$ cat src/rtl/sram_like_pkg.sv
// Shared widths, access-size encodings and the response record used by the
// SRAM-like responder and its response FIFO.
package sram_like_pkg;

    localparam int unsigned ADDR_W = 32;
    localparam int unsigned DATA_W = 32;
    localparam int unsigned STRB_W = 4;

    localparam logic [2:0] SZ_BYTE = 3'd0;
    localparam logic [2:0] SZ_HALF = 3'd1;
    localparam logic [2:0] SZ_WORD = 3'd2;

    typedef struct packed {
        logic [DATA_W-1:0] rdata;
    } resp_t;

endpackage

$ cat src/rtl/resp_fifo.sv
// Synchronous FIFO of responses; pointers carry one extra wrap bit so that
// full and empty can be told apart when the index bits match.
module resp_fifo
    import sram_like_pkg::*;
#(
    parameter int unsigned DEPTH = 4
) (
    input  logic  clk,
    input  logic  resetn,
    input  logic  push,
    input  logic  pop,
    input  resp_t wdata,
    output logic  empty,
    output logic  full,
    output resp_t head
);

    localparam int unsigned AW = $clog2(DEPTH);
    localparam logic [AW:0] PtrOne = {{AW{1'b0}}, 1'b1};

    logic [AW:0] wr_ptr_q;
    logic [AW:0] rd_ptr_q;
    resp_t       mem_q [DEPTH];

    logic do_push;
    logic do_pop;

    assign empty   = (wr_ptr_q == rd_ptr_q);
    assign full    = (wr_ptr_q[AW] != rd_ptr_q[AW]) &&
                     (wr_ptr_q[AW-1:0] == rd_ptr_q[AW-1:0]);
    assign do_push = push & ~full;
    assign do_pop  = pop & ~empty;
    assign head    = mem_q[rd_ptr_q[AW-1:0]];

    always_ff @(posedge clk or negedge resetn) begin
        if (!resetn) begin
            wr_ptr_q <= '0;
            rd_ptr_q <= '0;
        end else begin
            if (do_push) begin
                wr_ptr_q <= wr_ptr_q + PtrOne;
            end
            if (do_pop) begin
                rd_ptr_q <= rd_ptr_q + PtrOne;
            end
        end
    end

    // Storage needs no reset: only entries behind the write pointer are read.
    always_ff @(posedge clk) begin
        if (do_push) begin
            mem_q[wr_ptr_q[AW-1:0]] <= wdata;
        end
    end

endmodule

$ cat src/rtl/sram_like_responder.sv
// Responder end of the SRAM-like req/addr_ok/data_ok channel over a 1-cycle
// synchronous SRAM, with in-order responses, extra latency and stall knobs.
module sram_like_responder
    import sram_like_pkg::*;
#(
    parameter int unsigned DEPTH     = 4,
    parameter int unsigned EXTRA_LAT = 0
) (
    input  logic              clk,
    input  logic              resetn,
    input  logic              req,
    input  logic              wr,
    input  logic [STRB_W-1:0] wstrb,
    input  logic [ADDR_W-1:0] addr,
    input  logic [2:0]        size,
    input  logic [DATA_W-1:0] wdata,
    output logic [DATA_W-1:0] rdata,
    output logic              addr_ok,
    output logic              data_ok,
    input  logic              req_stall,
    input  logic              resp_stall,
    output logic              ram_en,
    output logic [STRB_W-1:0] ram_wen,
    output logic [ADDR_W-1:0] ram_addr,
    output logic [DATA_W-1:0] ram_wdata,
    input  logic [DATA_W-1:0] ram_rdata
);

    localparam int unsigned CW = $clog2(DEPTH) + 1;
    localparam logic [CW-1:0] DepthCnt = CW'(DEPTH);
    localparam logic [CW-1:0] CntOne   = {{(CW-1){1'b0}}, 1'b1};

    logic [CW-1:0] out_cnt_q;
    logic          hs;

    logic          cap_vld_q;
    logic          cap_wr_q;
    resp_t         cap_resp;

    logic          arr_vld;
    resp_t         arr_resp;

    logic          fifo_empty;
    logic          fifo_full;
    logic          fifo_push;
    logic          fifo_pop;
    logic          bypass;
    resp_t         fifo_head;

    logic          unused_size;

    // Size is carried by the protocol but the SRAM always transfers a word.
    assign unused_size = ^size ^ (size inside {SZ_BYTE, SZ_HALF, SZ_WORD});

    // Gated by resetn so nothing is accepted while reset is held.
    assign addr_ok = resetn & req & ~req_stall & (out_cnt_q < DepthCnt);
    assign hs      = req & addr_ok;

    assign ram_en    = hs;
    assign ram_wen   = (hs & wr) ? wstrb : '0;
    assign ram_addr  = addr;
    assign ram_wdata = wdata;

    always_ff @(posedge clk or negedge resetn) begin
        if (!resetn) begin
            cap_vld_q <= 1'b0;
            cap_wr_q  <= 1'b0;
        end else begin
            cap_vld_q <= hs;
            cap_wr_q  <= hs & wr;
        end
    end

    // Writes respond with zero; idle slots stay zero so the pipe carries no junk.
    assign cap_resp.rdata = (cap_vld_q & ~cap_wr_q) ? ram_rdata : '0;

    if (EXTRA_LAT == 0) begin : g_no_pipe
        assign arr_vld  = cap_vld_q;
        assign arr_resp = cap_resp;
    end else begin : g_pipe
        logic [EXTRA_LAT-1:0] vld_q;
        resp_t                data_q [EXTRA_LAT];

        always_ff @(posedge clk or negedge resetn) begin
            if (!resetn) begin
                vld_q <= '0;
                for (int i = 0; i < EXTRA_LAT; i++) begin
                    data_q[i] <= '0;
                end
            end else begin
                vld_q[0]  <= cap_vld_q;
                data_q[0] <= cap_resp;
                for (int i = 1; i < EXTRA_LAT; i++) begin
                    vld_q[i]  <= vld_q[i-1];
                    data_q[i] <= data_q[i-1];
                end
            end
        end

        assign arr_vld  = vld_q[EXTRA_LAT-1];
        assign arr_resp = data_q[EXTRA_LAT-1];
    end

    assign bypass    = arr_vld & fifo_empty & ~resp_stall;
    assign fifo_push = arr_vld & ~bypass & ~fifo_full;
    assign fifo_pop  = ~fifo_empty & ~resp_stall;
    assign data_ok   = (~fifo_empty | arr_vld) & ~resp_stall;

    always_comb begin
        rdata = '0;
        if (data_ok) begin
            rdata = fifo_empty ? arr_resp.rdata : fifo_head.rdata;
        end
    end

    resp_fifo #(
        .DEPTH(DEPTH)
    ) u_resp_fifo (
        .clk   (clk),
        .resetn(resetn),
        .push  (fifo_push),
        .pop   (fifo_pop),
        .wdata (arr_resp),
        .empty (fifo_empty),
        .full  (fifo_full),
        .head  (fifo_head)
    );

    always_ff @(posedge clk or negedge resetn) begin
        if (!resetn) begin
            out_cnt_q <= '0;
        end else begin
            unique case ({hs, data_ok})
                2'b10:   out_cnt_q <= out_cnt_q + CntOne;
                2'b01:   out_cnt_q <= out_cnt_q - CntOne;
                default: out_cnt_q <= out_cnt_q;
            endcase
        end
    end

endmodule
$ cat config.mk
export PLATFORM = sky130hd
export DESIGN_NAME = sram_like_responder
export DESIGN_NICKNAME = d
export VERILOG_FILES = /design/src/rtl/sram_like_pkg.sv /design/src/rtl/resp_fifo.sv /design/src/rtl/sram_like_responder.sv
export SDC_FILE = /design/constraint.sdc
export NUM_CORES = 1
export LEC_CHECK = 0
export BUFFER_PORTS_ARGS = -buffer_cell sky130_fd_sc_hd__buf_2
export CORE_MARGIN = 2
export CORE_UTILIZATION = 55
export CTS_CLUSTER_DIAMETER = 40
export CTS_CLUSTER_SIZE = 10
export DETAILED_ROUTE_END_ITERATION = 8
export GPL_TIMING_DRIVEN = 0
export PLACE_DENSITY_LB_ADDON = 0.05
export SYNTH_ARGS = -nofsm -noshare
export SYNTH_HDL_FRONTEND = slang
export SYNTH_SLANG_ARGS = --single-unit
$ cat constraint.sdc
create_clock -name clk -period 3.3 [get_ports clk]
set_input_delay 0.165 -clock clk [delete_from_list [all_inputs] [get_ports clk]]
set_output_delay 0.165 -clock clk [all_outputs]
set_load 0.01 [all_outputs]
Yosys cells after proc, flatten, opt, wreduce, memory -nomap -nowiden. Memories as Yosys holds them, arrays and structs flattened. Index checks and enable logic that the tools add are counted.

Bitwise logic cells: 21. Eq/ne operators: 5. Multiplexer cells: 7. Magnitude comparators: 1. Add/subtract/negate cells: 4. Reductions and logical operators: 2.

Operator list (number): 2-to-1 mux 32 bit (3); AND 1 bit (14); adder 3 x 1 -> 3 bit (second input constant) (3); inverter 1 bit (6); one-hot mux 3 bit (2 select lines) (1); 2-to-1 mux 4 bit (1); equality test 3 bit (1); less-than comparator 3 bit (second input constant) (1); subtractor 3 x 1 -> 3 bit (second input constant) (1); equality test 2 x 1 -> 1 bit (second input constant) (1); equality test 2 bit (1); equality test 2 bit (second input constant) (1); 2-to-1 mux 1 bit (2); nonzero test 2 bit (1); logical AND 1 bit (1); inequality test 1 bit (1); bitwise OR 1 bit (1).

Memories kept: 1. Register bits: 11. Bits in writable memories: 128. Output and inout port bits: 103. Bits of input ports: 109.

Memory list: u_resp_fifo.mem_q (words 4, width 32, rd ports 1, clocked after Yosys merged registers in 0, wr ports 1, line resp_fifo.sv:23) `resp_t mem_q [DEPTH];`.

Depth between registers and ports, before layout. Gate-level depths: netlist of run 1.

Word-level depth: 9. Mapped depth: 11. Gate-level depth less buffers: 9.

Modules after synthesis. From an unflattened synthesis of run 1, not the netlist that was laid out.

Cell total of the unflattened synthesis: 457. Area, all modules: 7094.3 um2.

By module, submodules not included: resp_fifo (instances 1, cells each 216, area each 5136.2 um2); sram_like_responder (instances 1, cells each 241, area each 1958.1 um2).

Worst setup path before layout of run 1. OpenSTA, ideal clock, no wires.

Path type: reg-to-reg. Start point: register u_resp_fifo.rd_ptr_q[0]. End point: register out_cnt_q[1]. Cell stages (with the launch flop): 10. Period minus slack after synthesis: 2292 ps. Data required time: 3175 ps. Arrival: 2167 ps. Path slack: 1008 ps. Path buffers: 2. Path through: dfrtp_1 > buf_6 > xnor2_2 > nand3b_1 > buf_2 > nor2_1 > nor2_1 > ha_1 > fa_1 > mux2_2.

Longest elaborated chain between the ends: 6. Elaborated cells on any way between the ends: 8.

RTL lines: start: declaration (line resp_fifo.sv:22) `logic [AW:0] rd_ptr_q;`; start signal: assignment (line resp_fifo.sv:44) `rd_ptr_q <= rd_ptr_q + PtrOne;`; equality test 3 bit (*) (line resp_fifo.sv:28) `assign empty = (wr_ptr_q == rd_ptr_q);`; inverter 1 bit (*) (line sram_like_responder.sv:107) `assign data_ok = (~fifo_empty | arr_vld) & ~resp_stall;`; bitwise OR 1 bit (*) (line sram_like_responder.sv:107); AND 1 bit (*) (line sram_like_responder.sv:107); net data_ok (line sram_like_responder.sv:19) `output logic data_ok,`; equality test 2 x 1 -> 1 bit or equality test 2 bit (tied branches) (line sram_like_responder.sv:133) `unique case ({hs, data_ok})`; one-hot mux 3 bit (2 select lines) or nonzero test 2 bit (tied branches); end signal: assignment (line sram_like_responder.sv:134) `2'b10: out_cnt_q <= out_cnt_q + CntOne;`; end signal: assignment (line sram_like_responder.sv:135) `2'b01: out_cnt_q <= out_cnt_q - CntOne;`; end signal: assignment (line sram_like_responder.sv:136) `default: out_cnt_q <= out_cnt_q;`; end: declaration (line sram_like_responder.sv:33) `logic [CW-1:0] out_cnt_q;`.

Mark *: on every way through the listed nets, which the timed path passes. The rest lies on a longest branch. A chain may end at the register's enable or synchronous reset.

Worst setup path after layout of run 1.
Start point: register u_resp_fifo.rd_ptr_q[0]. End point: register out_cnt_q[2].

Longest elaborated chain between the ends: 6. Elaborated cells on any way between the ends: 8.

RTL lines (line): equality test 3 bit (*) (resp_fifo.sv:28); inverter 1 bit (*) (sram_like_responder.sv:107); bitwise OR 1 bit (*) (sram_like_responder.sv:107); AND 1 bit (*) (sram_like_responder.sv:107); equality test 2 x 1 -> 1 bit or equality test 2 bit (tied branches) (sram_like_responder.sv:133); one-hot mux 3 bit (2 select lines) or nonzero test 2 bit (tied branches).

Mark *: on every way between the ends. The rest lies on a longest branch, timed or not.

==> results of run 1 <==
==> synthesized netlist by cell type (2+ instances only) <==
| cell type | n |
|---|---|
| xor2_1 | 5 |
| buf_6 | 7 |
| and2_1 | 34 |
| nor2_1 | 3 |
| xnor2_1 | 3 |
| xnor2_2 | 2 |
| mux4_2 | 32 |
| inv_1 | 4 |
| and3_1 | 9 |
| a21oi_1 | 32 |
| clkbuf_1 | 6 |
| nor3_1 | 2 |
| ha_1 | 6 |
| edfxtp_1 | 128 |
| nand2_1 | 65 |
| buf_2 | 7 |
| buf_4 | 66 |
| dfrtp_1 | 11 |
==> logic make-up (layout without fill, tap and decap cells) <==
family | count (synthesis) | in the layout | synth area share [%]
flops | 139 | 139 | 63.8
simple gates | 118 | 118 | 8.89
buf+inv | 90 | 266 | 10.0
compound gates | 34 | 34 | 2.67
mux | 34 | 34 | 11.6
xor+xnor | 10 | 10 | 1.59
fa+ha+maj | 7 | 7 | 1.47
other cells | 0 | 3 | 0
==> state kept, by name, summed over array words and instances (netlist names) <==
| signal | cells |
|---|---|
| u_resp_fifo.wr_ptr_q | 3 |
| u_resp_fifo.mem_q | 128 |
| u_resp_fifo.rd_ptr_q | 3 |
| out_cnt_q | 3 |
| cap_wr_q | 1 |
| arr_vld | 1 |
==> how the worst max path moves through the flow <==
stage	startpoint	end	slack, ps	cells past startpoint
after floorplan	u_resp_fifo.rd_ptr_q[0]$_DFFE_PN0P_	out_cnt_q[1]$_DFFE_PN0P_	1010	9
after global placement	u_resp_fifo.rd_ptr_q[2]$_DFFE_PN0P_	u_resp_fifo.mem_q[0][10]$_DFFE_PP_	500	3
after detailed placement	u_resp_fifo.rd_ptr_q[0]$_DFFE_PN0P_	out_cnt_q[2]$_DFFE_PN0P_	680	11
after CTS	u_resp_fifo.rd_ptr_q[0]$_DFFE_PN0P_	out_cnt_q[2]$_DFFE_PN0P_	640	11
after global routing	u_resp_fifo.rd_ptr_q[0]$_DFFE_PN0P_	out_cnt_q[2]$_DFFE_PN0P_	460	11
final	u_resp_fifo.rd_ptr_q[0]$_DFFE_PN0P_	out_cnt_q[2]$_DFFE_PN0P_	650	11
==> metal layers <==
metal / share of wire [%] / global-route usage, %
met1: 36 / 26.5
met4: 1.6 / 10.1
met5: 0 / 0
met2: 56 / 40.7
met3: 6.2 / 5.72
==> final cells by class <==
type / count / area (um^2)
Antenna cell: 3 / 7.51
Buffer: 86 / 632
Clock buffer: 20 / 437
Clock inverter: 11 / 104
Fill cell: 822 / 3490
Inverter: 4 / 15.0
Multi-Input combinational cell: 203 / 1700
Sequential cell: 139 / 4120
Tap cell: 143 / 179
Timing Repair Buffer: 145 / 736
==> report_power, final <==
group	switching (uW)	internal, uW	leakage [uW]
Sequential	75.7	2060	0.00129
Combinational	1140	1020	0.00169
Clock	650	1090	0.000267
Total	1870	4170	0.00325
==> per-stage QoR <==
step	hold WS, ps	util [%]	power [uW]	area [um^2]	worst slack [ps]
2_1_floorplan	-131	-	3720	6460	1010
3_3_place_gp	53.8	64.4	4310	7350	497
3_5_place_dp	60.5	64.4	4360	7360	680
4_1_cts	3.58	69.3	6100	7920	639
5_1_grt	15.4	69.4	6340	7920	460
6_report	13.4	69.4	6040	7930	652
==> out/qor.yml, run 1 <==
crit-reg2reg-launch: "u_resp_fifo.rd_ptr_q[0]$_DFFE_PN0P_"
outcome: "finished clean"
die_area_mm2: 0.0126
final_cell_mix: "150 x buf_2, 128 x edfxtp_1, 66 x buf_4"
drv_slew: 0
synth-edff-count: 128
post_cts_buffers: 0
drive_above_1_share_pct: 47.4
rsz0062_at_grt: "false"
cp-start-kind: "register"
slew_headroom_pct: 38.9
r2r_setup_slack_ps: 650
grt_pass1_vias: 4038
fin_crit_sh_pct: 80.2
first_iter_violations: 187
drv_cap: 0
final_common_cell: "buf_2"
hold_buffers: 2
p_leak_uw: 0.00325
syn_area_per_cell_um2: 14.9
grt_start_max_net_pins: 34
cts_sinks: 139
die_w_um: 112
stdcell_count: 754
drtAntennaViolNets: 0
hold_viol: 0
path_cells: "buf_6 > xnor2_2 > nand3b_1 > buf_2 > nor2_1 > nor2_1 > ha_1 > fa_1 > xnor2_1 > nor2_1 > xor2_1"
grt_usage_pct: 22.9
critPathMaxStageDelay_ps: 400
max_freq_mhz: 378
whs_path_depth: 2
start_util_pct: 56.6
root_buffer: "clkbuf_16"
wl_per_cell_um: 18.9
syn_to_final_growth_pct: 22.7
postSynthCellCount: 432
finalWeightedCongestion: 0.721
reg2reg_depth: 11
cpMostUsedCell: "nor2_1"
vias: 3978
tns_ps: 0
crit_required_ps: 3640
routed_wl_mm: 14.2
synthFlopType: "edfxtp_1"
tightest_slew_ps: 917
htree_levels: 4
antenna_found_initial: 2
dr.pass1.iters: 6
peakVddDrop_mv: 0.507
cts.path.max_buffers: 2
synth-seq-cells: 139
core_area_mm2: 0.0114
io_buffer_count: 143
whs_endpoint: "cap_wr_q$_DFF_PN0_"
io_pins: 212
ys_seq_area_share_pct: 63.8
finClkSkew_ps: 11.0
power_density_mw_per_mm2: 762
drc: 0
grt_pass1_wl_mm: 21.4
yosysTopAreaCellShare_pct: 59.5
cp_slowest_cell: "dfrtp_1"
dp.cells: 718
crit_family: "adder cells"
hp-class: "in -> reg"
arrival_ps: 2980
path_class: "reg -> reg"
fin_nets: 712
netlist_area_mm2: 0.00646
via_per_inst: 5.28
cts_made_buffers: 17
cts.reportedPaths.clkPinSlew_ps: 50
fp.dieH_um: 112
gr-total-overflow: 0
cts_resized: 0
crit_buf_inv: 2
clk_latency_ps: 410
cp_max_fo: 10
cts_tree: "done"
finalSetupViolations: 0
cp-end-kind: "register"
yosysWarningCount: 0
r2r_end: "out_cnt_q[2]$_DFFE_PN0P_"
synth_cell_types: 28
hpwlAfterDp_mm: 9.45
synthArstFlopShare_pct: 7.91
synthesis.nets: 548
num_rows: 39
period_minus_slack_ps: 2650
synth.area.top_cells: "edfxtp_1 60%, mux4_2 11%, buf_4 7.7%"
min_from: "wr"
yosys.area.top_type: "edfxtp_1"
(Power assumes the default switching activity.)
==> run 2, diff against run 1 <==
--- a/config.mk
+++ b/config.mk
@@ -5,9 +5,10 @@
 export SDC_FILE = /design/constraint.sdc
 export NUM_CORES = 1
 export LEC_CHECK = 0
+export ABC_AREA = 1
 export BUFFER_PORTS_ARGS = -buffer_cell sky130_fd_sc_hd__buf_2
 export CORE_MARGIN = 2
-export CORE_UTILIZATION = 55
+export CORE_UTILIZATION = 52
 export CTS_CLUSTER_DIAMETER = 40
 export CTS_CLUSTER_SIZE = 10
 export DETAILED_ROUTE_END_ITERATION = 8
==> constraint.sdc (replaced) <==
create_clock -name clk -period 2.5 [get_ports clk]
set_input_delay 0.125 -clock clk [delete_from_list [all_inputs] [get_ports clk]]
set_output_delay 0.125 -clock clk [all_outputs]
set_load 0.01 [all_outputs]
==> run 2 against run 1 <==
Total power increased by 63%. Largest power group unchanged. First-iteration DRC count increased by 78%. Routed wire length up 23%. Hold slack improved by 73 ps.
==> out/qor.yml, run 2 <==
synthTopCellsByCount: "250 x nand2_1, 134 x nand3_1, 128 x edfxtp_1, 73 x buf_4, 48 x inv_1"
fin_crit_sh_pct: 93.3  # +13 points
arrival_ps: 2630  # -350 ps
dp.cells: 1068  # +49%
syn_to_final_growth_pct: 25.0
antenna_found_initial: 0  # -2
synth-edff-count: 128  # unchanged
max_freq_mhz: 429  # +14%
cts.path.max_buffers: 2  # unchanged
crit_required_ps: 2800  # -840 ps
fin_nets: 1035  # +45%
dr.pass1.iters: 5  # -1
r2r_setup_slack_ps: 170  # -480 ps
p_leak_uw: 0.00425  # +31%
multi_input_area_mm2: 0.00202  # +19%
cp-end-kind: "register"
root_buffer: "clkbuf_16"
seq_power_share_pct: 28.5  # -6.9 points
grt_pass1_wl_mm: 26.8  # +25%
first_iter_violations: 333  # +78%
p_int_uw: 5880  # +41%
htree_levels: 4  # unchanged
pwr-share-clk_pct: 25.4  # -3.4 points
drtAntennaViolNets: 0  # unchanged
netlist_area_mm2: 0.00702  # +8.6%
io_buffer_count: 144  # +0.70%
finalWeightedCongestion: 0.759  # +5.2%
synthFlopType: "edfxtp_1"
path_class: "reg -> reg"
clk_latency_ps: 420  # about the same
cp-start-kind: "register"
stdcell_count: 1107  # +47%
routed_wl_mm: 17.6  # +23%
drc: 0  # unchanged
drive_above_1_share_pct: 31.3  # -16 points
seq_area_mm2: 0.00412  # unchanged
cts_tree: "done"
period_minus_slack_ps: 2330  # -317 ps
die_area_mm2: 0.0144  # +14%
tightest_slew_ps: 663  # -254 ps
syn_area_per_cell_um2: 9.43  # -37%
peakVddDrop_mv: 0.712  # +40%
hpwlAfterDp_mm: 11.5  # +22%
hp-class: "in -> reg"
synth-seq-cells: 139  # unchanged
rsz0062_at_grt: "false"
final_common_cell: "nand2_1"
drv_cap: 0  # unchanged
vias: 5652  # +42%
grt_usage_pct: 24.7  # +1.8 points
largest_reg_flops: 128  # unchanged
io_pins: 212  # unchanged
synthesis.nets: 860  # +57%
fp.dieH_um: 120  # +6.9%
hold_viol: 0  # unchanged
yosysTopAreaCellShare_pct: 54.8  # -4.7 points
reg2reg_depth: 12  # +1
synthArstFlopShare_pct: 7.91  # unchanged
ys_seq_area_share_pct: 58.7  # -5.1 points
whs_path_depth: 3  # +1
synth.area.top_cells: "edfxtp_1 55%, nand2_1 13%, nand3_1 9.6%"
slew_headroom_pct: 55.7  # +17 points
yosys.area.top_type: "edfxtp_1"
core_area_mm2: 0.0132  # +16%
start_util_pct: 53.2  # -3.4 points
cts_sinks: 139  # unchanged
yosysMostFrequentCell: "nand2_1"
cts_made_buffers: 17  # unchanged
wl_per_cell_um: 15.9  # -16%
yosysWarningCount: 0  # unchanged
outcome: "finished clean"
switchingPower_uw: 3940  # +110%
p_comb_share_pct: 46.2  # +10 points
switching_share_pct: 40.1  # +9.1 points
cts.reportedPaths.clkPinSlew_ps: 60  # about the same
num_rows: 42  # +7.7%
cp_max_fo: 8  # -2
die_w_um: 120  # +6.9%
grt_start_max_net_pins: 21  # -38%
gr-total-overflow: 0  # unchanged
finalSetupViolations: 0  # unchanged
fillerInstances: 1071  # +30%
final_cell_mix: "249 x nand2_1, 160 x buf_2, 134 x nand3_1"
n_antenna_cell: 0  # -3
drv_slew: 0  # unchanged
power_density_mw_per_mm2: 1120  # +47%
postSynthCellCount: 744  # +72%
finClkSkew_ps: 9.99  # -0.958 ps
grt_pass1_vias: 5301  # +31%
synth_cell_types: 25  # -11%
via_per_inst: 5.11  # -3.2%
tns_ps: 0  # unchanged
run 2: final timing paths:
check | startpoint | endpoint
min | ram_rdata[29] | u_resp_fifo.mem_q[1][29]$_DFFE_PP_
max | u_resp_fifo.wr_ptr_q[2]$_DFFE_PN0P_ | out_cnt_q[2]$_DFFE_PN0P_
min in group asynchronous | resetn | out_cnt_q[1]$_DFFE_PN0P_
max reg2reg | u_resp_fifo.wr_ptr_q[2]$_DFFE_PN0P_ | out_cnt_q[2]$_DFFE_PN0P_
min reg2reg | out_cnt_q[2]$_DFFE_PN0P_ | out_cnt_q[2]$_DFFE_PN0P_
max in group asynchronous | resetn | u_resp_fifo.rd_ptr_q[2]$_DFFE_PN0P_
run 2: cells by family (layout without fill, tap and decap cells):
kind of cell / after synthesis / in the layout / share of synthesized area, %
buffers and inverters: 157 / 344 / 13.0
and+or+nand+nor: 434 / 434 / 26.2
DFF: 139 / 139 / 58.7
xor gates and xnor gates: 4 / 4 / 0.499
AOI/OAI and AO/OA: 2 / 2 / 0.143
muxes: 1 / 1 / 0.161
adders and majority gates: 7 / 7 / 1.36
run 2: metal layers:
metal | vias up | GRT usage (%) | wire length (um)
met5 | - | 0 | 0
met4 | 0 | 7.72 | 245
met3 | 26 | 5.56 | 1490
met2 | 260 | 43.3 | 8780
met1 | 2637 | 30.4 | 7070
li1 | 2729 | - | -
run 2: area by class of cell:
type | count | area share, %
Clock inverter | 12 | 1.70
Clock buffer | 19 | 4.94
Sequential cell | 139 | 47.0
Timing Repair Buffer | 156 | 10.3
Inverter | 53 | 2.33
Buffer | 104 | 8.23
Tap cell | 176 | 2.51
Multi-Input combinational cell | 448 | 23.1
run 2: power by group through the flow:
stage / clock network, uW / logic (uW) / registers (uW)
floorplan: 0 / 3020 / 2820
global placement: 0 / 4310 / 2840
detailed placement: 0 / 4430 / 2840
CTS: 2500 / 4480 / 2790
global route: 2590 / 5030 / 2810
finish: 2490 / 4530 / 2790
run 2: critical path, cell delays in order, from the launching register on:
cell and delay, ps:
dfrtp_1 440, inv_2 70, nand2_1 70, nand2_2 180, nand4_1 140, nand2_2 140
buf_8 140, inv_1 70, ha_2 200, fa_1 390, a21oi_1 150, o21ai_1 90
xnor2_1 130
run 2: metrics by stage:
step	utilization [%]	setup WS, ps	power (uW)	hold WS, ps	area (um^2)
after CTS	66.2	34.9	9760	70.8	8730
final	66.5	169	9820	86.7	8770
after detailed placement	61.4	-100	7270	30.4	8100
after global placement	60.3	-1590	7160	23.9	7960
after floorplan	-	-252	5840	-171	7020
after global routing	66.5	7.27	10400	117	8770
run 2: timing repair:
| item | in CTS | in global routing |
|---|---|---|
| setup buffers | 1 | 3 |
| hold buffers | 4 | 0 |
| gates resized for setup | 2 | 6 |
| hold endpoints to repair | 13 | 0 |
| pin swaps | 0 | 3 |
| setup endpoints to repair | 2 | 2 |
==> run 3, diff against run 2 <==
--- a/config.mk
+++ b/config.mk
@@ -8,11 +8,12 @@
 export ABC_AREA = 1
 export BUFFER_PORTS_ARGS = -buffer_cell sky130_fd_sc_hd__buf_2
 export CORE_MARGIN = 2
-export CORE_UTILIZATION = 52
+export CORE_UTILIZATION = 56
 export CTS_CLUSTER_DIAMETER = 40
 export CTS_CLUSTER_SIZE = 10
 export DETAILED_ROUTE_END_ITERATION = 8
 export GPL_TIMING_DRIVEN = 0
+export HOLD_SLACK_MARGIN = 0.06
 export PLACE_DENSITY_LB_ADDON = 0.05
 export SYNTH_ARGS = -nofsm -noshare
 export SYNTH_HDL_FRONTEND = slang
==> constraint.sdc (replaced) <==
create_clock -name clk -period 2.94 [get_ports clk]
set_input_delay 0.147 -clock clk [delete_from_list [all_inputs] [get_ports clk]]
set_output_delay 0.147 -clock clk [all_outputs]
set_load 0.01 [all_outputs]
==> run 3 against run 2 <==
Register-to-register slack better by 110 ps. Worst setup slack better by 110 ps. Global-route usage is 2.7 points higher. Via count is 0.85% higher. Largest power group unchanged. Highest routed layer unchanged.
==> out/qor.yml, run 3 (synthesis results as in run 2) <==
drtAntennaViolNets: 0  # unchanged
hold_viol: 0  # unchanged
fillerInstances: 914  # -15%
pwr-share-clk_pct: 26.9  # +1.5 points
die_w_um: 116  # -3.5%
cp-end-kind: "register"
period_minus_slack_ps: 2660  # +333 ps
p_int_uw: 5110  # -13%
num_rows: 40  # -4.8%
critPathMaxStageDelay_ps: 390  # -50 ps
n_antenna_cell: 0  # unchanged
cts_made_buffers: 17  # unchanged
peakVddDrop_mv: 0.560  # -21%
tightest_slew_ps: 633  # -29.8 ps
first_iter_violations: 462  # +39%
root_buffer: "clkbuf_16"
crit_buf_inv: 4  # +1
io_pins: 212  # unchanged
crit_cells: 13  # +1
place_area_mm2: 0.00806  # -0.40%
p_leak_uw: 0.00425  # about the same
fp.dieH_um: 116  # -3.5%
via_per_inst: 5.20  # +1.9%
multi_input_area_mm2: 0.00202  # -0.25%
finClkSkew_ps: 7.53  # -2.47 ps
tns_ps: 0  # unchanged
outcome: "finished clean"
switchingPower_uw: 3380  # -14%
hpwlAfterDp_mm: 12.2  # +5.5%
fin_crit_sh_pct: 90.6  # -2.6 points
dr.pass1.iters: 5  # unchanged
drv_cap: 0  # unchanged
cts_tree: "done"
seq_area_mm2: 0.00412  # unchanged
power_density_mw_per_mm2: 972  # -13%
wl_per_cell_um: 16.5  # +4.1%
switching_share_pct: 39.8  # -0.30 points
cts.reportedPaths.clkPinSlew_ps: 60  # about the same
core_area_mm2: 0.0121  # -8.2%
drive_above_1_share_pct: 30.9  # -0.33 points
largest_reg_flops: 128  # unchanged
cpMostUsedCell: "nand2_2"
stdcell_count: 1096  # -0.99%
finalWeightedCongestion: 0.783  # +3.3%
clk_latency_ps: 430  # about the same
hp-class: "in -> reg"
die_area_mm2: 0.0134  # -6.9%
p_comb_share_pct: 45.1  # -1.1 points
cp-start-kind: "register"
final_cell_mix: "250 x nand2_1, 161 x buf_2, 134 x nand3_1"
seq_power_share_pct: 28.0  # -0.5 points
r2r_setup_slack_ps: 280  # +110 ps
max_freq_mhz: 375  # -12%
cts.path.max_buffers: 2  # unchanged
grt_pass1_vias: 5443  # +2.7%
crit-reg2reg-launch: "u_resp_fifo.rd_ptr_q[1]$_DFFE_PN0P_"
arrival_ps: 2970  # +340 ps
reg2reg_depth: 13  # +1
antenna_found_initial: 0  # unchanged
cp_max_fo: 10  # +2
routed_wl_mm: 18.1  # +3.1%
path_cells: "buf_4 > inv_4 > nand2_1 > nand2_2 > nand4_1 > nand2_2 > buf_2 > inv_1 > ha_1 > fa_1 > a21oi_1 > o21ai_0 > xnor2_1"
grt_usage_pct: 27.4  # +2.7 points
io_buffer_count: 144  # unchanged
grt_start_max_net_pins: 24  # +14%
grt_pass1_wl_mm: 27.3  # +2.0%
gr-total-overflow: 0  # unchanged
crit_family: "buffers and inverters"
dp.cells: 1060  # -0.75%
slew_headroom_pct: 57.8  # +2.1 points
path_class: "reg -> reg"
r2r_end: "out_cnt_q[2]$_DFFE_PN0P_"
crit_required_ps: 3240  # +440 ps
final_common_cell: "nand2_1"
rsz0062_at_grt: "false"
cts_resized: 0  # -2
drc: 0  # unchanged
finalSetupViolations: 0  # unchanged
drv_slew: 0  # unchanged
syn_to_final_growth_pct: 24.6
fin_nets: 1031  # -0.39%
vias: 5700  # +0.85%
fin_area_mm2: 0.00874  # -0.33%
critPathCapture: "out_cnt_q[2]$_DFFE_PN0P_"
htree_levels: 4  # unchanged
crit_start: "u_resp_fifo.rd_ptr_q[1]$_DFFE_PN0P_"
start_util_pct: 57.9  # +4.7 points
cts_sinks: 139  # unchanged
cp_slowest_cell: "dfrtp_1"
-- run 3: changes by cell type in the layout (fill, tap and decap cells not counted), sizes merged --
cell | previous run | this run
bufinv | 3 | 4
clkinvlp | 2 | 1
clkbuf | 29 | 32
clkinv | 6 | 4
buf | 246 | 242
-- run 3: final cells by class --
class | instances | area share, %
flip-flops and latches | 139 | 47.1
multi-input cells | 448 | 23.1
repair buffers | 152 | 9.71
plain buffers | 104 | 8.10
clock buffers | 22 | 5.43
well taps | 168 | 2.40
inverters | 53 | 2.30
clock inverters | 10 | 1.86
-- run 3: worst min-delay path by stage --
stage | cells after the start | slack, ps | endpoint | from
global placement | 1 | 40 | out_cnt_q[1]$_DFFE_PN0P_ | resetn
finish | 4 | 100 | u_resp_fifo.rd_ptr_q[1]$_DFFE_PN0P_ | resp_stall
floorplan | 0 | -150 | arr_vld$_DFF_PN0_ | resetn
detailed placement | 1 | 50 | out_cnt_q[0]$_DFFE_PN0P_ | resetn
global route | 4 | 130 | u_resp_fifo.rd_ptr_q[2]$_DFFE_PN0P_ | resp_stall
CTS | 4 | 90 | u_resp_fifo.rd_ptr_q[1]$_DFFE_PN0P_ | resp_stall
-- run 3: repair_timing --
item                      in CTS  in global routing
hold buffers                   4                  0
hold endpoints to repair      13                  0
buffers inserted               0                  0
-- run 3: worst reg2reg max path: cells and delay by family (launching register included) --
family                     cells  cell delay [ps]
and+or+nand+nor                4              460
xor gates and xnor gates       1              140
adders and majority gates      2              630
DFF                            1              390
buffers and inverters          4              660
AOI/OAI and AO/OA              2              270
-- run 3: routing by layer --
layer	vias up	track usage, %	part of all wire (%)
li1	2713	-	-
met1	2692	32.7	38
met2	271	49.1	53
met3	24	6.07	7.6
met4	0	9.84	1.6
met5	-	0	0
-- run 3: power by group through the flow --
stage                     sequential [uW]  clock (uW)  combinational [uW]
after floorplan                      2400           0                2570
after global placement               2410           0                3690
after detailed placement             2420           0                3780
after CTS                            2380        2280                3820
after global routing                 2390        2370                4230
final                                2380        2280                3830
-- run 3: metrics by stage --
stage	setup slack, ps	hold WS (ps)	utilization (%)	power (uW)
after floorplan	188	-149	-	4970
after global placement	-1120	40.1	65.6	6110
after detailed placement	323	47.6	66.6	6200
after CTS	290	91.6	72.2	8470
after global routing	158	128	72.2	9000
final	276	103	72.2	8490
